==> src/rtl/cnn_bridge_pkg.sv <==
// Shared types and helpers for the conv-to-dnn bridge.
// Default widths match the standard conv/dnn configuration.
package cnn_bridge_pkg;

    localparam int BIT_SIZE  = 32;
    localparam int NUM_LANES = 2;
    localparam int NUM_OF_K  = 4;

    typedef logic [BIT_SIZE-1:0] lane_word_t;

    typedef struct packed {
        logic [NUM_OF_K-1:0]              valid;
        lane_word_t [NUM_LANES-1:0]       data;
        logic                             set_done;
    } pipe_stage_t;

    // Reverses the low n bits of v; bits at n and above come out as 0.
    function automatic logic [31:0] reverse_bits(input logic [31:0] v, input int unsigned n);
        logic [31:0] r;
        r = '0;
        for (int unsigned i = 0; i < 32; i++) begin
            if (i < n) r[i] = v[n-1-i];
        end
        return r;
    endfunction

endpackage

==> src/rtl/bridge_pipe_stage.sv <==
// One register stage of the bridge pipe: loads d when en is high,
// clears synchronously on res.
module bridge_pipe_stage #(
    parameter int W = 1
) (
    input  logic         clk,
    input  logic         res,
    input  logic         en,
    input  logic [W-1:0] d,
    output logic [W-1:0] q
);

    always_ff @(posedge clk) begin
        if (res)     q <= '0;
        else if (en) q <= d;
    end

endmodule

==> src/rtl/conv_dnn_bridge.sv <==
// Stallable re-timing pipe between conv and dnn stages, with image-set
// counting, periodic dnn flush pulse and sticky overflow flag.
module conv_dnn_bridge
    import cnn_bridge_pkg::*;
#(
    parameter int BitSize      = BIT_SIZE,
    parameter int NumLanes     = NUM_LANES,
    parameter int NumOfK       = NUM_OF_K,
    parameter int ImagesPerSet = 4,
    parameter int PipeDepth    = 1,
    parameter bit ReverseValid = 1'b1
) (
    input  logic                               clk,
    input  logic                               res,
    input  logic [NumOfK-1:0]                  in_valid,
    input  logic [NumLanes*BitSize-1:0]        in_data,
    input  logic                               in_set_done,
    input  logic                               in_conv_ready,
    input  logic                               in_dnn_ready,
    output logic                               out_ready,
    output logic [NumOfK-1:0]                  out_valid,
    output logic [NumLanes*BitSize-1:0]        out_data,
    output logic                               out_fl_res,
    output logic [$clog2(ImagesPerSet+1)-1:0]  out_set_cnt,
    output logic                               out_overflow
);

    localparam int DW = NumLanes * BitSize;
    localparam int SW = NumOfK + DW + 1;
    localparam int CW = $clog2(ImagesPerSet + 1);

    logic [SW-1:0]       stage_q [PipeDepth];
    logic [SW-1:0]       last;
    logic [NumOfK-1:0]   last_valid;
    logic                last_sd;
    logic                advance;
    logic                exit_sd;
    logic                wrap;
    logic [CW-1:0]       set_cnt;

    assign advance   = in_dnn_ready;
    assign out_ready = in_conv_ready & in_dnn_ready;

    for (genvar g = 0; g < PipeDepth; g++) begin : g_stage
        logic [SW-1:0] d;
        if (g == 0) begin : g_head
            assign d = {in_valid, in_data, in_set_done};
        end else begin : g_body
            assign d = stage_q[g-1];
        end
        bridge_pipe_stage #(.W(SW)) u_stage (
            .clk (clk),
            .res (res),
            .en  (advance),
            .d   (d),
            .q   (stage_q[g])
        );
    end

    assign last       = stage_q[PipeDepth-1];
    assign last_valid = last[SW-1 -: NumOfK];
    assign out_data   = last[DW:1];
    assign last_sd    = last[0];

    if (ReverseValid) begin : g_rev
        assign out_valid = NumOfK'(reverse_bits(32'(last_valid), unsigned'(NumOfK)));
    end else begin : g_fwd
        assign out_valid = last_valid;
    end

    // A set is counted only as it leaves the pipe, so a stall holds the count.
    assign exit_sd = advance & last_sd;
    assign wrap    = (set_cnt == CW'(ImagesPerSet - 1));

    always_ff @(posedge clk) begin
        if (res) begin
            set_cnt      <= '0;
            out_fl_res   <= 1'b0;
            out_overflow <= 1'b0;
        end else begin
            out_fl_res <= exit_sd & wrap;
            if (exit_sd) set_cnt <= wrap ? '0 : set_cnt + CW'(1);
            if (!advance && ((|in_valid) || in_set_done)) out_overflow <= 1'b1;
        end
    end

    assign out_set_cnt = set_cnt;

endmodule

==> config.mk <==
export PLATFORM = sky130hd
export DESIGN_NAME = conv_dnn_bridge
export DESIGN_NICKNAME = d
export VERILOG_FILES = /design/src/rtl/cnn_bridge_pkg.sv /design/src/rtl/bridge_pipe_stage.sv /design/src/rtl/conv_dnn_bridge.sv
export SDC_FILE = /design/constraint.sdc
export NUM_CORES = 1
export LEC_CHECK = 0
export CAP_MARGIN = 10
export CORE_MARGIN = 4
export CORE_UTILIZATION = 39
export CTS_BUF_LIST = sky130_fd_sc_hd__clkbuf_4
export DETAILED_ROUTE_END_ITERATION = 7
export PLACE_DENSITY = 0.78
export SYNTH_ARGS = -nofsm -noshare
export SYNTH_HDL_FRONTEND = slang
export SYNTH_SLANG_ARGS = --single-unit
==> constraint.sdc <==
create_clock -name clk -period 1.35 [get_ports clk]
set_clock_uncertainty 0.15 [all_clocks]
set_input_delay 0.27 -clock clk [delete_from_list [all_inputs] [get_ports clk]]
set_output_delay 0.27 -clock clk [all_outputs]
set_load 0.02 [all_outputs]
==> metrics.cfg, run 1 <==
[run_status]
status=complete, no violations

[timing]
slew_headroom_pct=84.9
slew_violations=0
period_needed_ns=1.35
setup_ws_ns=0.00361
rsz0062_at_grt=yes
finalSetupViolCount=0
worstMarginPinSlew_ns=0.225
hold_ws_ns=0.194
fin_tns_setup_ns=0
hold_viol=0
post-route-period-util_pct=99.7
max_freq_mhz=743

[grt]
track_usage_pct=14.2
grt_pass1_wl_um=11000
grt_pass1_vias=2289
antenna_found_initial=0
grt_util_met3_pct=6.94
grt_max_degree=29
grt-busiest-layer=met2
overflow=0
globalRouteMet1Util_pct=16.6
grtUsageMet2_pct=22.2

[cts]
root_buffer=clkbuf_4
htree_levels=3
clk_latency_ns=0.39
clockBufferDepth=2
clk_pin_slew_ns=0.12
cts_tree=built
clock_sinks=74
cts-buffers-inserted=9

[synth]
synth.top_cells.by_count=dfxtp_1 (74), nor2_1 (70), mux2i_1 (69)
yosys.area.top_type_share_pct=46.3
ys_seq_elements=74
async_reset_ff_share_pct=0
netlist_area_um2=3200
ys.flop_type=dfxtp_1
syn_nets=387
yosysMostFrequentCell=dfxtp_1
synthTopCellsByArea=dfxtp_1 (46%), mux2i_1 (22%), buf_4 (16%), nor2_1 (8.2%), buf_8 (3.3%)
ys_types=23
synthCells=313
yosysTopAreaCell=dfxtp_1
ys_warn_count=0
synth_edf_count=0
syn_avg_cell_area_um2=10.2
yosysSeqAreaShare_pct=46.3

[floorplanning]
ios=147
rows=32
floorplan.initialDensity_pct=40.7
core_area_um2=7850
dieHeight_um=98.5
die_w_um=98.5
die_area_um2=9710

[power]
ir_drop_uv=535
p_total_w=0.00511
powerDensity_nw_per_um2=1080
power.leakage_nw=2.16

[route]
drtAntennaViolNets=0
wirelength_um=7040
first_pass_iters=4
vias_per_cell=4.41
drt_iter0_drc=45
wire_per_inst_um=13.7
vias=2269
drc_errors=0

[place]
dp.cells=492
dp_hpwl_um=5170
io_buffers=146
place_worst_setup_slack_ns=-0.511
gp_congestion=0.739

[setup_path]
timing.rr.start=out_set_cnt[0]
cp_slowest_cell=dfxtp_4
cpPeakStageDelay_ns=0.38
cp_cell_sequence=ha_2, nand2b_1, or3b_4, a21oi_2
critPathRequiredTime_ns=1.54
path_class=reg -> reg
cp-startpoint=out_set_cnt[0]
worstPathArrival_ns=1.53
reg2reg_depth=4
rrSetupSlack_ns=0.004
critPathLaunchType=flop
end_kind=flop
crit_end=out_set_cnt[0]
path_max_fanout=4
reg2reg_to=out_set_cnt[0]

[final_layout]
nNetsFinal=481
fin_cells=514
syn2layout_area_growth_pct=48.0
diodes=0
layout-drive-gt1-share_pct=45.4

[hold_path]
hold_path_class=in -> reg

[job]
cap_violations=0

[power breakdown]
part	total [W]	switching, W	internal, W
clock network	0.00169	0.000739	0.000948
logic	0.00100	0.000412	0.000590
registers	0.00242	0.0000871	0.00233
[area by class of cell]
cell class,instances,area [um^2]
flip-flops and latches,74,1570
multi-input cells,153,1060
repair buffers,167,1780
well taps,102,128
clock inverters,6,105
fillers,672,3120
clock buffers,10,75.1
inverters,2,7.51
[state kept, by name, indices dropped and copies added (netlist names)]
register and cells:
out_fl_res 1, out_overflow 1, g_stage.u_stage.q 69, out_set_cnt 3
[logic make-up after synthesis]
| logic type | share of synthesized area, % |
|---|---|
| AO/OA/AOI/OAI | 0.978 |
| adder cells (fa/ha/maj) | 0.391 |
| buffers and inverters | 20.8 |
| flip-flops | 46.3 |
| multiplexers | 21.6 |
| AND/OR/NAND/NOR | 9.86 |
[cell usage in the layout (no fill, tap or decap), types with 2 or more instances in the layout]
cell type / count
bufinv_16: 3
buf_6: 75
buf_4: 14
dfxtp_2: 71
clkinv_1: 2
buf_12: 6
nor2_1: 70
clkdlybuf4s50_1: 69
mux2i_1: 69
inv_1: 2
nand2_1: 2
clkbuf_4: 10
dfxtp_1: 2
[critical path: cells and delay by family (launching register included)]
kind                     cells  cell delay (ns)
AND/OR/NAND/NOR              2             0.46
flip-flops                   1             0.38
adder cells (fa/ha/maj)      1             0.19
AO/OA/AOI/OAI                1             0.11
[layer usage]
layer	share of wire, %	vias up
met1	42	1021
li1	-	1144
met4	2.0	0
met2	47	92
met3	9.0	12
met5	0	-
[metrics by stage]
step                instance area (um^2)  util (%)
floorplan                           3200         -
global placement                    4310      54.9
detailed placement                  4310      54.9
CTS                                 4290      54.7
global route                        4730      60.3
finish                              4730      60.3
[what timing repair did]
action | CTS | global route
hold endpoints to repair | 1 | 0
setup buffers | 0 | 5
hold buffers | 1 | 0
setup endpoints to repair | 74 | 91
pin swaps | 1 | 0
gates resized for setup | 364 | 157
[how the worst min path moves through the flow]
stage,start,end,slack (ns),cells after the start
finish,in_dnn_ready,out_overflow,0.19,3
global route,in_dnn_ready,out_overflow,0.16,3
CTS,in_dnn_ready,out_overflow,0.19,3
detailed placement,out_set_cnt[2],out_set_cnt[2],0.30,2
global placement,out_set_cnt[2],out_set_cnt[2],0.28,2
floorplan,in_set_done,g_stage[0].u_stage.q[0],0.27,2
No activity file was read; power rests on OpenSTA's default activity.
==> run 2, diff against run 1 <==
SLEW_MARGIN = 20   (was default)
==> results of run 2 <==
Same layout as run 1: the final DEF is identical, and so are final timing and power.
==> run 3, diff against run 2 <==
CTS_CLUSTER_SIZE = 24   (was default)
==> results of run 3 <==
Same layout as run 1: the final DEF is identical, and so are final timing and power.
